## src/rtl/dco_code_mapper.sv

```systemverilog
// dco_code_mapper
// Maps the signed DCO control code from the loop filter onto the unsigned
// ring-oscillator frequency-select word (f_sel = BIAS +/- code).
// The word saturates at the RO range and is slew-limited so that large code
// jumps reach the oscillator as a bounded ramp instead of a single glitch.
// Freeze, settle and saturation status are reported alongside.
module dco_code_mapper #(
   parameter int RO_WIDTH     = 8,
   parameter int DCO_CC_WIDTH = 9,
   parameter int BIAS         = 127,
   parameter int INVERT       = 0,
   parameter int MAX_STEP     = 4
) (
   input  logic                    clk_i,
   input  logic                    rst_n_i,
   input  logic [DCO_CC_WIDTH-1:0] dco_cc_i,
   input  logic                    cc_valid_i,
   input  logic                    freeze_i,
   output logic [RO_WIDTH-1:0]     f_sel_o,
   output logic [RO_WIDTH-1:0]     target_o,
   output logic                    sat_hi_o,
   output logic                    sat_lo_o,
   output logic                    settled_o
);

   // Common signed width for the BIAS/code sum: wide enough that neither the
   // sign-extended code nor the zero-extended bias can overflow the addition.
   localparam int SW = ((RO_WIDTH > DCO_CC_WIDTH) ? RO_WIDTH : DCO_CC_WIDTH) + 2;
   // Width for the target/f_sel difference (two unsigned RO words, signed result).
   localparam int DW = RO_WIDTH + 2;

   localparam logic [RO_WIDTH-1:0] BIAS_RO = RO_WIDTH'(BIAS);
   localparam logic [RO_WIDTH-1:0] RO_MAX  = {RO_WIDTH{1'b1}};
   localparam logic [RO_WIDTH-1:0] STEP_RO = RO_WIDTH'(MAX_STEP);
   localparam bit                  INV     = (INVERT != 0);
   localparam bit                  NO_LIMIT = (MAX_STEP == 0);

   typedef enum logic [1:0] {
      ST_INIT,
      ST_SLEW,
      ST_SETTLED,
      ST_FROZEN
   } state_t;

   state_t state_reg, state_next;

   logic [RO_WIDTH-1:0] f_sel_reg, f_sel_next;
   logic [RO_WIDTH-1:0] target_reg, target_next;
   logic                sat_hi_reg, sat_hi_next;
   logic                sat_lo_reg, sat_lo_next;
   logic                settled_reg, settled_next;

   // Target-stage intermediates
   logic                 accept;
   logic signed [SW-1:0] code_ext;
   logic signed [SW-1:0] bias_ext;
   logic signed [SW-1:0] ro_max_ext;
   logic signed [SW-1:0] sum;
   logic [RO_WIDTH-1:0]  target_cand;
   logic                 sat_hi_cand;
   logic                 sat_lo_cand;

   // Slew-stage intermediates
   logic signed [DW-1:0] diff;
   logic signed [DW-1:0] abs_diff;
   logic [RO_WIDTH-1:0]  slew_val;

   // A code is taken only while freeze is low; a code arriving with freeze
   // (including in INIT or on the same edge freeze rises) is dropped.
   assign accept = cc_valid_i & ~freeze_i;

   // Form BIAS +/- code at full precision and clamp it into the RO range.
   always_comb begin
      code_ext    = {{(SW-DCO_CC_WIDTH){dco_cc_i[DCO_CC_WIDTH-1]}}, dco_cc_i};
      bias_ext    = {{(SW-RO_WIDTH){1'b0}}, BIAS_RO};
      ro_max_ext  = {{(SW-RO_WIDTH){1'b0}}, RO_MAX};
      sum         = INV ? (bias_ext - code_ext) : (bias_ext + code_ext);
      target_cand = sum[RO_WIDTH-1:0];
      sat_hi_cand = 1'b0;
      sat_lo_cand = 1'b0;
      if (sum < 0) begin
         target_cand = '0;
         sat_lo_cand = 1'b1;
      end else if (sum > ro_max_ext) begin
         target_cand = RO_MAX;
         sat_hi_cand = 1'b1;
      end
   end

   // One slew step from the current word toward the registered target;
   // stepping only while |diff| > MAX_STEP guarantees no overshoot or wrap.
   always_comb begin
      diff     = signed'({2'b00, target_reg}) - signed'({2'b00, f_sel_reg});
      abs_diff = (diff < 0) ? -diff : diff;
      slew_val = target_reg;
      if (!NO_LIMIT && (int'(abs_diff) > MAX_STEP)) begin
         if (diff > 0) begin
            slew_val = f_sel_reg + STEP_RO;
         end else begin
            slew_val = f_sel_reg - STEP_RO;
         end
      end
   end

   // Next-state and next-register values for the mapper FSM.
   always_comb begin
      state_next  = state_reg;
      f_sel_next  = f_sel_reg;
      target_next = target_reg;
      sat_hi_next = sat_hi_reg;
      sat_lo_next = sat_lo_reg;

      if (accept) begin
         target_next = target_cand;
         sat_hi_next = sat_hi_cand;
         sat_lo_next = sat_lo_cand;
      end

      case (state_reg)
         ST_INIT: begin
            if (accept) begin
               state_next = ST_SLEW;
            end
         end
         ST_SLEW: begin
            if (freeze_i) begin
               state_next = ST_FROZEN;
            end else begin
               // Slew uses the target registered last edge; a retarget on this
               // edge is picked up by the next step without any restart gap.
               f_sel_next = slew_val;
               state_next = (slew_val == target_next) ? ST_SETTLED : ST_SLEW;
            end
         end
         ST_SETTLED: begin
            if (freeze_i) begin
               state_next = ST_FROZEN;
            end else if (accept && (target_cand != f_sel_reg)) begin
               state_next = ST_SLEW;
            end
         end
         ST_FROZEN: begin
            if (!freeze_i) begin
               state_next = (f_sel_reg == target_next) ? ST_SETTLED : ST_SLEW;
            end
         end
         default: begin
            state_next = ST_INIT;
         end
      endcase

      settled_next = (state_next == ST_SETTLED);
   end

   // State and datapath registers; reset forces the centre word at once,
   // even in the middle of a ramp.
   always_ff @(posedge clk_i or negedge rst_n_i) begin
      if (!rst_n_i) begin
         state_reg   <= ST_INIT;
         f_sel_reg   <= BIAS_RO;
         target_reg  <= BIAS_RO;
         sat_hi_reg  <= 1'b0;
         sat_lo_reg  <= 1'b0;
         settled_reg <= 1'b0;
      end else begin
         state_reg   <= state_next;
         f_sel_reg   <= f_sel_next;
         target_reg  <= target_next;
         sat_hi_reg  <= sat_hi_next;
         sat_lo_reg  <= sat_lo_next;
         settled_reg <= settled_next;
      end
   end

   assign f_sel_o   = f_sel_reg;
   assign target_o  = target_reg;
   assign sat_hi_o  = sat_hi_reg;
   assign sat_lo_o  = sat_lo_reg;
   assign settled_o = settled_reg;

endmodule

```

## config.mk

```make
export PLATFORM = sky130hd
export DESIGN_NAME = dco_code_mapper
export DESIGN_NICKNAME = d
export VERILOG_FILES = /design/src/rtl/dco_code_mapper.sv
export SDC_FILE = /design/constraint.sdc
export NUM_CORES = 1
export LEC_CHECK = 0
export CORE_MARGIN = 8
export CORE_UTILIZATION = 30
export CTS_BUF_LIST = sky130_fd_sc_hd__clkbuf_16
export CTS_CLUSTER_DIAMETER = 200
export DETAILED_ROUTE_END_ITERATION = 10
export PLACE_DENSITY = 0.52
export SLEW_MARGIN = 20
export SYNTH_ARGS = -nofsm -noshare
export SYNTH_HDL_FRONTEND = slang
export SYNTH_SLANG_ARGS = --single-unit
```

## constraint.sdc

```tcl
create_clock -name clk_i -period 15.15 [get_ports clk_i]
set_input_delay 3.03 -clock clk_i [delete_from_list [all_inputs] [get_ports clk_i]]
set_output_delay 3.03 -clock clk_i [all_outputs]
set_load 0.02 [all_outputs]
```

* Yosys cells after proc, flatten, opt, wreduce, memory -nomap -nowiden
Index checks and enable logic that the tools add are counted.
** Word-level totals
- Register bits :: 21
- Input port bits :: 13
- Output and inout port bits :: 19
** Operators by class
- Add/sub/neg operators :: 5
- Magnitude comparators :: 5
- Equal/unequal tests :: 7
- Multiplexer cells :: 17
- Bitwise logic cells :: 2
- Reduce and logical (&&, ||, !) cells :: 3
** Operator list (number)
- $mux 8 :: 5
- $eq 8x8->1 :: 2
- $mux 2 :: 7
- $add 8x9->10 const A :: 1
- $gt 10x4->1 const B :: 1
- $gt 10x9->1 const B :: 1
- $lt 10x1->1 const B :: 1
- $mux 10 :: 1
- $neg 9->10 :: 1
- $gt 9x1->1 const B :: 1
- $lt 9x1->1 const B :: 1
- $sub 8x8->9 :: 1
- $add 8x3->8 const B :: 1
- $ne 8x8->1 :: 1
- $pmux 2 s4 :: 1
- $sub 8x3->8 const B :: 1
- $eq 2x2->1 const B :: 3
- $mux 1 :: 3
- $eq 2x1->1 const B :: 1
- $logic_not 2->1 :: 1
- $reduce_and 2->1 :: 1
- $and 1x1->1 :: 1
- $logic_and 1x1->1 :: 1
- $not 1->1 :: 1

* Logic depth before layout (Yosys ltp)
- Depth after elaboration :: 10
- Depth in mapped cells :: 22

* Least setup slack after synthesis
OpenSTA, ideal clock, no wires.
- Path kind :: input to register
- From :: in dco_cc_i[3]
- To :: reg state_reg[1]
- Arrival time :: 5998 ps
- Required time :: 15060 ps
- Slack :: 9062 ps
- Stages :: 12
- Cell sequence :: or4_1 -> buf_2 -> or4_1 -> o31ai_2 -> mux2i_4 -> xnor2_1 -> a21oi_1 -> or4b_1 -> o311ai_1 -> o21ai_1 -> or4_1 -> o221ai_1
** Between the ends
- Longest elaborated chain between the ends :: 9
- Elaborated cells between the ends (all ways) :: 17
** RTL lines
- from (decl) :: line 16 : input logic [DCO_CC_WIDTH-1:0] dco_cc_i,
- $add 8x9->10 * :: line 77 : sum = INV ? (bias_ext - code_ext) : (bias_ext + code_ext);
- $gt 10x9->1 :: line 84 : end else if (sum > ro_max_ext) begin
- $mux 8 :: line 84
- $mux 8 * :: line 81 : if (sum < 0) begin
- $mux 8 / $ne 8x8->1 (equally long branches) :: line 113, 138
- $eq 8x8->1, or another cell as far along :: line 144 : state_next = (f_sel_reg == target_next) ? ST_SETTLED : ST_SLEW;
- $mux 2, on equally long branches :: line 144, 132, 138
- $mux 2, on equally long branches :: line 143, 126, 136
- $pmux 2 s4 * :: line 119 : case (state_reg)
- net state_next[1] :: line 45 : state_t state_reg, state_next;
- to (signal assigned) :: line 166 : state_reg <= state_next;
- to (decl) :: line 45
Mark *: on every way through the listed nets, which the timed path passes. The rest lies on a longest branch.
A chain may end at the register's enable or synchronous reset.

* Worst setup path in the final report
Ends and elaborated chain as after synthesis.

==> impl_metrics.yaml <==
run_status:
  status: "complete, no violations"
pwr:
  p_sw_share_pct: 51.9
  cellPowerDensity_nw_per_um2: 232
  intPower_mw: 0.339
  power_frac_seq_pct: 16.7
  combPwrFrac_pct: 75.1
  ir_drop_mv: 0.150
  p_leak_nw: 1.15
  p_sw_mw: 0.366
  p_clk_share_pct: 8.2
placed_design:
  io_buffers: 31
  place_ws_ns: 8.25
  gp_congestion: 0.904
  place_hpwl_mm: 5.77
worst_hold_path:
  min_path_type: "flip-flop to flip-flop"
  min_path_cells: 2
  min_to: "sat_hi_o$_DFFE_PN0P_"
  hp-start: "sat_hi_o$_DFFE_PN0P_"
final_layout:
  drive_gt1_share_pct: 11.5
  multi_input_area_um2: 1880
  regArea_um2: 543
  num-fill-cells: 875
  fin_nets: 378
  area_growth_pct: 18.7
  n_antenna_cell: 0
routing:
  routedWlPerCell_um: 16.2
  final_antenna_net_count: 0
  wirelength_mm: 7.32
  firstDrtPassIters: 4
  avgViaCountPerCell: 5.40
  drt_iter0_drc: 167
  drcViolationCount: 0
  vias: 2445
sta:
  min_period_ns: 6.60
  slew_headroom_pct: 42.0
  fin_setup_tns_ns: 0
  final_hold_viol_count: 0
  finClkSkew_ns: 0.00679
  setup_violations: 0
  setup_ws_ns: 8.55
  rsz0062_at_grt: "false"
  worst_pin_slew_ns: 0.869
  fin_crit_sh_pct: 43.6
  slew_violations: 0
  fmax_ghz: 0.151
cts:
  cts_tree: "yes"
  numCtsBuffers: 3
  numClockSinks: 21
  cts_resized: 0
  postCtsSetupBuffers: 0
  cts_hold_buf: 0
  clockBufferDepth: 2
  cts-root-buf: "clkbuf_16"
  htree_levels: 1
  clk_latency_ns: 0.26
  clkTransAtPathRegs_ns: 0.06
floorplanning:
  rows: 33
  fp.coreArea_um2: 8260
  start_util_pct: 31.0
  die_area_um2: 11700
  die_h_um: 108
  fp.dieW_um: 108
  ioPinCount: 32
setup_path:
  reg2reg_slack_ns: 9.45
  critPathKind: "input pin to flip-flop"
  critPathMaxFanout: 7
  path_cells: "clkdlybuf4s50_1, or4_1, or4_1, o31ai_2, mux2i_4, xnor2_1, a21oi_1, or4b_1, o311ai_1, o21ai_1, or4_1, o221ai_1"
  cp-start-kind: "input pin"
  rr_startpoint: "f_sel_o[0]$_DFFE_PN1P_"
  r2r_end: "state_reg[1]$_DFF_PN0_"
  worst_r2r_path_depth: 21
  endpoint_kind: "flip-flop"
  worstPathRequired_ns: 15.32
  crit_arrival_ns: 6.77
  crit_path_max_incr_delay_ns: 0.68
  crit_path_frequent_cell: "or4_1"
  worst_path_max_delay_cell: "or4_1"
synth:
  synth_area_um2: 2560
  synth-edff-count: 0
  async_flop_share_pct: 100
  ys_seq_elements: 21
  ys.flop_type: "dfstp_2"
  synth_nets: 353
  synth.avg_cell_area_um2: 7.90
  ys_seq_area_share_pct: 21.2
  synthDistinctLibCells: 68
  synthCells: 324
  yosysWarningCount: 0
global_routing:
  grt_max_degree: 22
  antenna_found_initial: 0
  grt_pass1_wl_mm: 12.6
  track_usage_pct: 13.0
  grt-ovfl-total: 0
  grt_pass1_vias: 2450
flow_run:
  cap_violations: 0
==> kinds of logic after synthesis <==
logic type      share of synthesized area [%]
compound gates                           28.3
fa+ha+maj                                8.41
mux                                      3.47
simple gates                             23.1
flops                                    21.2
buf+inv                                  5.33
xor+xnor                                 10.3
==> per-layer routing <==
metal / wire length, µm / global-route usage, %
met5: 0 / 0
met4: 52 / 1.86
met3: 280 / 2.26
met2: 3260 / 20.5
met1: 3720 / 18.4
==> stage by stage <==
stage / total power, mW / std cells / cell area (µm²) / hold slack, ns / utilization (%)
2_1_floorplan: 0.512 / 324 / 2560 / 0.528 / -
3_3_place_gp: 0.648 / 449 / 2960 / 0.481 / 35.8
3_5_place_dp: 0.647 / 449 / 2960 / 0.476 / 35.8
4_1_cts: 0.709 / 453 / 3040 / 0.489 / 36.8
5_1_grt: 0.779 / 453 / 3040 / 0.525 / 36.8
6_report: 0.705 / 453 / 3040 / 0.486 / 36.8
==> worst max-delay path by stage <==
stage	from	to
after floorplan	dco_cc_i[3]	state_reg[1]$_DFF_PN0_
after global placement	dco_cc_i[3]	state_reg[1]$_DFF_PN0_
after detailed placement	dco_cc_i[3]	state_reg[1]$_DFF_PN0_
after CTS	dco_cc_i[3]	state_reg[1]$_DFF_PN0_
after global routing	dco_cc_i[3]	state_reg[1]$_DFF_PN0_
final	dco_cc_i[3]	state_reg[1]$_DFF_PN0_
==> critical path, delay by kind of cell <==
family | cells | cell delay, ns
muxes | 1 | 0.16
AOI/OAI and AO/OA | 5 | 0.74
buffers and inverters | 1 | 0.50
xor gates and xnor gates | 1 | 0.15
and+or+nand+nor | 4 | 2.18
==> cells in the final DEF (no fill, tap or decap), types with 4 or more instances in the layout <==
master	Yosys	layout
a21o_1	5	5
o211ai_1	6	6
clkdlybuf4s50_1	0	30
or4_1	4	4
a211oi_1	5	5
dfstp_2	14	14
dfrtp_1	7	7
nor3_1	6	6
inv_1	22	22
xor2_1	11	11
ha_1	14	14
o21ai_1	4	4
nand2_1	40	40
xnor2_1	19	19
nor2_1	17	17
a31oi_1	4	4
o21ai_0	15	15
nor3b_1	4	4
nor2b_1	5	5
nand2b_1	7	7
nor4_1	4	4
a21oi_1	20	20
nand3_1	13	13
mux2i_1	4	4
==> cells in the mapped netlist (3+ instances only) <==
cell | number | area, µm²
clkbuf_1 | 8 | 30.0
o21ai_1 | 4 | 20.0
buf_2 | 3 | 15.0
nor2_1 | 17 | 63.8
a21oi_1 | 20 | 100
xor2_1 | 11 | 96.3
or3_1 | 3 | 18.8
o211ai_1 | 6 | 45.0
nor3_1 | 6 | 30.0
nor3b_1 | 4 | 30.0
and3_1 | 3 | 18.8
nor4_1 | 4 | 25.0
a211oi_1 | 5 | 37.5
nand2_1 | 40 | 150
a21o_1 | 5 | 37.5
dfrtp_1 | 7 | 175
inv_1 | 22 | 82.6
o2111a_1 | 3 | 33.8
mux2i_1 | 4 | 40.0
a2111oi_0 | 3 | 26.3
nor2b_1 | 5 | 31.3
nand3_1 | 13 | 65.1
xnor2_1 | 19 | 166
dfstp_2 | 14 | 368
a31oi_1 | 4 | 25.0
o2111ai_1 | 3 | 26.3
o21ai_0 | 15 | 75.1
ha_1 | 14 | 175
or4_1 | 4 | 30.0
nand2b_1 | 7 | 43.8
a31o_2 | 3 | 26.3
==> power groups by stage <==
stage          sequential (mW)  clock (mW)  combinational, mW
2_1_floorplan            0.117           0              0.395
5_1_grt                  0.122      0.0613              0.595
4_1_cts                  0.118      0.0587              0.532
3_5_place_dp             0.119           0              0.528
6_report                 0.118      0.0576              0.530
3_3_place_gp             0.119           0              0.529
==> area by class of cell <==
type | count | area share (%)
well taps | 105 | 4.32
repair buffers | 32 | 10.3
inverters | 23 | 2.88
multi-input cells | 268 | 61.9
clock buffers | 3 | 2.47
flip-flops and latches | 21 | 17.9
clock inverters | 1 | 0.247
No activity file was read; power rests on OpenSTA's default activity.
